**src/rtl/shift_register_univ.sv**
```systemverilog
// shift_register_univ
//   Parametrised universal shift register with single-cycle ops (shift,
//   rotate, load, clear) and a burst engine that runs burst_len back-to-back
//   shifts from one start pulse.
//
// Ports
//   clk        rising-edge clock
//   reset      synchronous, active-high reset
//   en         enables the single-cycle op in IDLE
//   op[2:0]    single-cycle op: 0 HOLD, 1 SHL, 2 SHR, 3 ROL, 4 ROR, 5 LOAD,
//              6 CLR, 7 reserved (HOLD)
//   ser_in     serial input for SHL/SHR
//   pdata      parallel load data
//   start      burst request pulse (IDLE only, beats en/op)
//   burst_op   burst shift type: 0 SHL, 1 SHR, 2 ROL, 3 ROR
//   burst_len  number of shifts in a burst (0 goes straight to DONE)
//   q          register contents
//   ser_out    bit shifted out by the last SHL/SHR; 0 after rotate/load/clear
//   busy       high while the burst engine is shifting
//   done       one-cycle pulse when a burst completes
module shift_register_univ #(
    parameter int WIDTH = 8,
    parameter int CNT_W = 4
) (
    input  logic             clk,
    input  logic             reset,
    input  logic             en,
    input  logic [2:0]       op,
    input  logic             ser_in,
    input  logic [WIDTH-1:0] pdata,
    input  logic             start,
    input  logic [1:0]       burst_op,
    input  logic [CNT_W-1:0] burst_len,
    output logic [WIDTH-1:0] q,
    output logic             ser_out,
    output logic             busy,
    output logic             done
);

    localparam logic [2:0] OP_HOLD = 3'd0;
    localparam logic [2:0] OP_SHL  = 3'd1;
    localparam logic [2:0] OP_SHR  = 3'd2;
    localparam logic [2:0] OP_ROL  = 3'd3;
    localparam logic [2:0] OP_ROR  = 3'd4;
    localparam logic [2:0] OP_LOAD = 3'd5;
    localparam logic [2:0] OP_CLR  = 3'd6;

    typedef enum logic [1:0] {
        S_IDLE = 2'd0,
        S_BUSY = 2'd1,
        S_DONE = 2'd2
    } state_t;

    state_t           state, state_nxt;
    logic [CNT_W-1:0] cnt, cnt_nxt;
    logic [1:0]       bop, bop_nxt;
    logic [WIDTH-1:0] q_nxt;
    logic             so_nxt;
    logic [2:0]       eff_op;

    always_ff @(posedge clk) begin
        if (reset) begin
            state   <= S_IDLE;
            cnt     <= '0;
            bop     <= 2'd0;
            q       <= '0;
            ser_out <= 1'b0;
        end else begin
            state   <= state_nxt;
            cnt     <= cnt_nxt;
            bop     <= bop_nxt;
            q       <= q_nxt;
            ser_out <= so_nxt;
        end
    end

    always_comb begin
        state_nxt = state;
        cnt_nxt   = cnt;
        bop_nxt   = bop;
        eff_op    = OP_HOLD;

        case (state)
            S_IDLE: begin
                if (start) begin
                    // No shift in the start cycle; only capture the request.
                    bop_nxt   = burst_op;
                    cnt_nxt   = burst_len;
                    state_nxt = (burst_len == '0) ? S_DONE : S_BUSY;
                end else if (en) begin
                    eff_op = op;
                end
            end
            S_BUSY: begin
                // Burst encodings 0..3 line up with single ops 1..4.
                eff_op  = {1'b0, bop} + 3'd1;
                cnt_nxt = cnt - 1'b1;
                if (cnt == CNT_W'(1))
                    state_nxt = S_DONE;
            end
            S_DONE: begin
                state_nxt = S_IDLE;
            end
            default: begin
                state_nxt = S_IDLE;
            end
        endcase
    end

    // Shared datapath for single ops and burst shifts.
    always_comb begin
        q_nxt  = q;
        so_nxt = ser_out;
        case (eff_op)
            OP_SHL: begin
                q_nxt  = {q[WIDTH-2:0], ser_in};
                so_nxt = q[WIDTH-1];
            end
            OP_SHR: begin
                q_nxt  = {ser_in, q[WIDTH-1:1]};
                so_nxt = q[0];
            end
            OP_ROL: begin
                q_nxt  = {q[WIDTH-2:0], q[WIDTH-1]};
                so_nxt = 1'b0;
            end
            OP_ROR: begin
                q_nxt  = {q[0], q[WIDTH-1:1]};
                so_nxt = 1'b0;
            end
            OP_LOAD: begin
                q_nxt  = pdata;
                so_nxt = 1'b0;
            end
            OP_CLR: begin
                q_nxt  = '0;
                so_nxt = 1'b0;
            end
            default: begin
                // HOLD and reserved encoding
            end
        endcase
    end

    assign busy = (state == S_BUSY);
    assign done = (state == S_DONE);

endmodule

```
**config.mk**
```make
export PLATFORM = sky130hd
export DESIGN_NAME = shift_register_univ
export DESIGN_NICKNAME = d
export VERILOG_FILES = /design/src/rtl/shift_register_univ.sv
export SDC_FILE = /design/constraint.sdc
export NUM_CORES = 1
export LEC_CHECK = 0
export BUFFER_PORTS_ARGS = -buffer_cell sky130_fd_sc_hd__buf_2
export CORE_MARGIN = 2
export CORE_UTILIZATION = 51
export DETAILED_ROUTE_END_ITERATION = 12
export PLACE_DENSITY_LB_ADDON = 0.05
export SYNTH_ARGS = -nofsm -noshare
export SYNTH_HDL_FRONTEND = slang
export SYNTH_SLANG_ARGS = --single-unit
```
**constraint.sdc**
```tcl
create_clock -name clk -period 2.71 [get_ports clk]
set_input_delay 0.813 -clock clk [delete_from_list [all_inputs] [get_ports clk]]
set_output_delay 0.813 -clock clk [all_outputs]
set_load 0.01 [all_outputs]
```
==> results of run 1 <==
## power by group through the flow
stage	combinational [mW]	sequential (mW)	clock (mW)
floorplan	0.150	0.295	0
global placement	0.205	0.303	0
detailed placement	0.211	0.305	0
CTS	0.212	0.299	0.143
global route	0.238	0.302	0.155
finish	0.214	0.299	0.139
## synth_stat cells, types with 2 or more instances
master / number
dfxtp_1: 17
nor2_1: 12
a21oi_1: 10
o21ai_0: 10
a31oi_1: 8
inv_1: 8
a22oi_1: 7
nand2_1: 7
nand4_1: 7
nand3_1: 6
clkbuf_1: 4
and3_1: 3
ha_1: 3
a211oi_1: 2
a32oi_1: 2
buf_6: 2
nand2b_1: 2
nor2b_1: 2
nor3_1: 2
nor4bb_1: 2
o211ai_1: 2
or2_2: 2
xor2_1: 2
## area by class of cell
class	instances	area share
multi-input combinational	108	0.533
sequential	17	0.252
timing repair buffer	37	0.147
tap	28	0.0260
inverter	8	0.0223
clock buffer	4	0.0195
## cell families after synthesis
group | count (synthesis)
fa+ha+maj | 3
compound gates | 53
buf+inv | 16
xor+xnor | 2
simple gates | 50
flops | 17
## routing by layer
layer,part of all wire,track usage
met1,0.49,0.342
met2,0.45,0.381
met3,0.060,0.0351
met4,0.0051,0.0676
met5,0,0
## sequential cells by signal (all words and copies together) (netlist names)
name and count:
bop 2, cnt 4, q 8, ser_out 1, state 2
## through the flow
step           power, mW  worst slack [ns]
6_report           0.652             0.376
5_1_grt            0.695             0.290
4_1_cts            0.654             0.396
3_5_place_dp       0.516             0.202
3_3_place_gp       0.508             0.276
2_1_floorplan      0.445             0.331
## how the worst max path moves through the flow
stage	cells after the start	from	endpoint
detailed placement	6	start	q[0]
global placement	6	start	q[0]
floorplan	6	start	q[0]
finish	3	state[0]	busy
CTS	3	state[0]	busy
global route	3	state[0]	busy
## critical path: stages (launching register included)
cell and delay (ns):
dfxtp_1 0.66, nand2_1 0.27, inv_1 0.15, buf_2 0.14
==> results.py, run 1 <==
metrics = {
    "worst_setup_path": {
        "r2r_slack_ns": 0.58,
        "critPathKind": "flip-flop to output pin",
        "critPathCaptureType": "output pin",
        "cp_max_fo": 12,
        "cp.required_ns": 1.90,
        "reg2reg_depth": 5,
        "reg2reg_to": "q[0]",
        "cp.arrival_ns": 1.52,
        "critPathLaunchType": "flip-flop",
        "r2r-start": "state[0]",
    },
    "power": {
        "p_int_uw": 419,
        "clockPowerShare": 0.213,
        "switching_share": 0.357,
        "power.density_nw_per_um2": 483,
        "p_leak_nw": 0.569,
        "ir_drop_uv": 296,
        "pwr-share-seq": 0.459,
        "p_comb_frac": 0.328,
        "switchingPower_uw": 233,
    },
    "clock_tree": {
        "insertion_delay_ns": 0.29,
        "numCtsBuffers": 3,
        "cts_num_sinks": 17,
        "cts_tree": "done",
        "cts_max_level": 1,
        "clock_path_buffers": 2,
        "clk_pin_slew_ns": 0.11,
        "cts-resized-gates": 0,
        "cts_hold_buffers": 0,
        "cts_root_buf": "clkbuf_4",
        "postCtsSetupRepairBufs": 0,
    },
    "floorplan": {
        "core_um2": 2150,
        "die_area_um2": 2620,
        "start_util": 0.529,
        "die_h_um": 51.2,
        "rows": 17,
        "ios": 33,
        "die_w_um": 51.2,
    },
    "job": {
        "maxCapViolCount": 0,
    },
    "min_path": {
        "hold_path_end": "ser_out",
        "min-delay-start": "ser_out",
        "hold_depth": 2,
        "min_path_type": "flip-flop to flip-flop",
    },
    "routing": {
        "wl_mm": 2.96,
        "ant_nets": 0,
        "via_per_inst": 6.04,
        "wl_per_cell_um": 14.7,
        "num_vias": 1220,
        "drtIter0Drc": 33,
        "drc": 0,
        "first_pass_iters": 4,
    },
    "logic_synthesis": {
        "synthTopCellsByArea": "dfxtp_1 30%, a22oi_1 4.6%, a21oi_1 4.4%",
        "synthArstFlopShare": 0,
        "synthMuxAreaShare": 0,
        "netlist_area_um2": 1140,
        "synth_compound_gate_area_share": 0.330,
        "yosys.area_share.simple": 0.254,
        "synth_adder_area_share": 0.0330,
        "synth_top_area_frac": 0.300,
        "synth_top_family_by_area": "compound AO/OA/AOI/OAI gates",
        "synth_edf_count": 0,
        "ys_types": 42,
        "synth_nets": 166,
        "ys_seq_area_frac": 0.300,
        "synth_xor_area_frac": 0.0154,
        "ys_ff_latch": 17,
        "synth_cells": 141,
        "postSynthAreaPerCell_um2": 8.06,
        "yosysWarnings": 0,
        "dominantRegCellSynth": "dfxtp_1",
        "yosys.area.top_type": "dfxtp_1",
    },
    "global_routing": {
        "grtUsageTotal": 0.241,
        "antenna_found_initial": 0,
        "grt_pass1_wl_mm": 4.82,
        "grt_pass1_vias": 1090,
        "grt_max_degree": 18,
        "gr-total-overflow": 0,
    },
    "layout": {
        "areaGrowthSynthToFinish_pct": 18.7,
        "area.sequential_um2": 340,
        "post-route-util": 0.628,
        "final_cell_count_no_fill": 202,
        "drive_gt1_frac": 0.276,
        "fin_area_um2": 1350,
        "layout_commonest_cell": "buf_2",
        "multi_input_area_um2": 719,
        "antenna_cells": 0,
        "final_cell_mix": "32 x buf_2, 17 x dfxtp_1, 12 x nor2_1",
        "n_fill_cell": 210,
        "nNetsFinal": 200,
    },
    "timing": {
        "whs_ns": 0.478,
        "setup_viol": 0,
        "worstMarginPinSlew_ns": 0.519,
        "slew_headroom": 0.653,
        "skew_ns": 0.00835,
        "post-route-min-period_ns": 2.33,
        "final-hold-violation-count": 0,
        "drv_slew": 0,
        "fin_tns_setup_ns": 0,
        "period_share": 0.861,
        "rsz0062_at_grt": "false",
        "max_freq_ghz": 0.428,
    },
    "place": {
        "dp_cells": 198,
        "gp_congestion": 0.803,
        "post_dp_cell_area_um2": 1320,
        "port_buffers": 32,
        "hpwl_mm": 2.19,
    },
    "run_status": {
        "outcome": "completed",
    },
}
No activity file was read; power rests on OpenSTA's default activity.
==> run 2: changes to the inputs <==
--- a/config.mk
+++ b/config.mk
@@ -6,7 +6,6 @@
 export NUM_CORES = 1
 export LEC_CHECK = 0
 export BUFFER_PORTS_ARGS = -buffer_cell sky130_fd_sc_hd__buf_2
-export CORE_MARGIN = 2
 export CORE_UTILIZATION = 51
 export DETAILED_ROUTE_END_ITERATION = 12
 export PLACE_DENSITY_LB_ADDON = 0.05
==> run 2 against run 1 <==
  * First-iteration DRC count grew 30%
  * Combinational power about the same
  * Non-clock buffer count fell by 1
  * Largest cell class unchanged
  * Highest routed layer unchanged
==> results.py, run 2 (same netlist as run 1, synthesis figures left out) <==
metrics = {
    "run_status": {
        "outcome": "completed",
    },
    "layout": {
        "drive_gt1_frac": 0.272,
        "antenna_cells": 0,
        "nNetsFinal": 199,
        "layout_commonest_cell": "buf_2",
        "largest_reg_flops": 8,
        "areaGrowthSynthToFinish_pct": 18.0,
        "largest-register": "q",
        "top_regs": "q: 8 flops, cnt: 4 flops",
        "fin_area_um2": 1340,
        "n_fill_cell": 189,
        "final_cell_count_no_fill": 200,
        "final_cell_mix": "32 x buf_2, 17 x dfxtp_1, 12 x nor2_1",
    },
    "clock_tree": {
        "cts-resized-gates": 0,
        "clk_pin_slew_ns": 0.10,
        "insertion_delay_ns": 0.29,
        "cts_max_level": 1,
        "postCtsSetupRepairBufs": 0,
        "numCtsBuffers": 3,
        "clock_path_buffers": 2,
        "cts_num_sinks": 17,
        "cts_root_buf": "clkbuf_4",
        "cts_hold_buffers": 0,
        "cts_tree": "done",
    },
    "worst_setup_path": {
        "cp_top_family": "flip-flops",
        "cp.arrival_ns": 1.49,
        "critPathLaunchType": "flip-flop",
        "r2r-start": "state[0]",
        "path_cells": "inv_1 > nand2_1 > inv_1 > buf_2",
        "worst_path_max_delay_cell": "dfxtp_1",
        "cp_max_fo": 9,
        "reg2reg_depth": 5,
        "r2r_slack_ns": 0.61,
        "cp.required_ns": 1.90,
        "worst-path-buf-inv": 3,
        "cpMostUsedCell": "inv_1",
        "reg2reg_to": "q[1]",
        "critPathCaptureType": "output pin",
        "critPathKind": "flip-flop to output pin",
        "max_stage_delay_ns": 0.56,
    },
    "floorplan": {
        "ios": 33,
        "die_area_um2": 2420,
        "start_util": 0.562,
        "die_w_um": 49.2,
        "rows": 16,
        "die_h_um": 49.2,
        "core_um2": 2020,
    },
    "place": {
        "dp_cells": 196,
        "gp_congestion": 0.827,
        "hpwl_mm": 2.10,
        "port_buffers": 32,
        "post_dp_cell_area_um2": 1310,
    },
    "routing": {
        "first_pass_iters": 4,
        "drc": 0,
        "num_vias": 1216,
        "ant_nets": 0,
        "wl_per_cell_um": 14.1,
        "via_per_inst": 6.08,
        "wl_mm": 2.82,
        "drtIter0Drc": 43,
    },
    "timing": {
        "post-route-min-period_ns": 2.30,
        "fin_tns_setup_ns": 0,
        "max_freq_ghz": 0.435,
        "final-hold-violation-count": 0,
        "worstMarginPinSlew_ns": 0.525,
        "skew_ns": 0.00635,
        "drv_slew": 0,
        "period_share": 0.849,
        "rsz0062_at_grt": "false",
        "slew_headroom": 0.648,
        "setup_viol": 0,
    },
    "global_routing": {
        "gr-total-overflow": 0,
        "grt_max_degree": 18,
        "grtUsageTotal": 0.259,
        "grt_pass1_wl_mm": 4.89,
        "antenna_found_initial": 0,
        "grt_pass1_vias": 1098,
    },
    "min_path": {
        "hold_path_end": "bop[1]",
        "hold_depth": 2,
        "min_path_type": "flip-flop to flip-flop",
        "min-delay-start": "bop[1]",
    },
    "power": {
        "power.density_nw_per_um2": 484,
        "p_leak_nw": 0.564,
        "ir_drop_uv": 288,
    },
    "job": {
        "maxCapViolCount": 0,
    },
}
[run 2: layout make-up]
cell class | instances | area [um^2] | share of cell area
Tap cell | 27 | 33.8 | 0.0252
Multi-Input combinational cell | 108 | 719 | 0.537
Inverter | 8 | 30.0 | 0.0224
Clock buffer | 4 | 26.3 | 0.0196
Sequential cell | 17 | 340 | 0.254
Timing Repair Buffer | 36 | 190 | 0.142
[run 2: power by group]
part	internal (mW)	switching, mW	leakage [nW]	total (mW)
logic	0.0900	0.121	0.410	0.211
clock network	0.0572	0.0826	0.0150	0.140
registers	0.271	0.0273	0.139	0.299
[run 2: layer usage]
metal	share of wire	vias up	global-route usage
li1	-	604	-
met3	0.055	4	0.0467
met2	0.46	47	0.397
met1	0.48	561	0.358
met5	0	-	0
met4	0.0082	0	0.0931
[run 2: worst max path at each step]
stage	from	to	slack (ns)	cells past startpoint
after floorplan	start	q[0]	0.33	6
after global placement	start	q[0]	0.27	6
after detailed placement	start	q[1]	0.21	6
after CTS	state[1]	busy	0.43	4
after global routing	state[1]	busy	0.30	4
final	state[1]	busy	0.41	4
[run 2: worst register-to-register path, stage by stage (launching register included)]
cell     delay [ns]
dfxtp_1        0.47
nor4b_4        0.49
a32oi_1        0.21
nor3_2         0.48
a22oi_1        0.18
a31oi_1        0.19
[run 2: metrics by stage]
step / utilization / total power, mW / setup WS [ns] / hold WS, ns
after detailed placement: 0.650 / 0.512 / 0.212 / 0.461
after global routing: 0.663 / 0.694 / 0.299 / 0.513
final: 0.663 / 0.649 / 0.410 / 0.476
after CTS: 0.663 / 0.646 / 0.427 / 0.476
after global placement: 0.650 / 0.507 / 0.275 / 0.453
after floorplan: - / 0.445 / 0.331 / 0.440
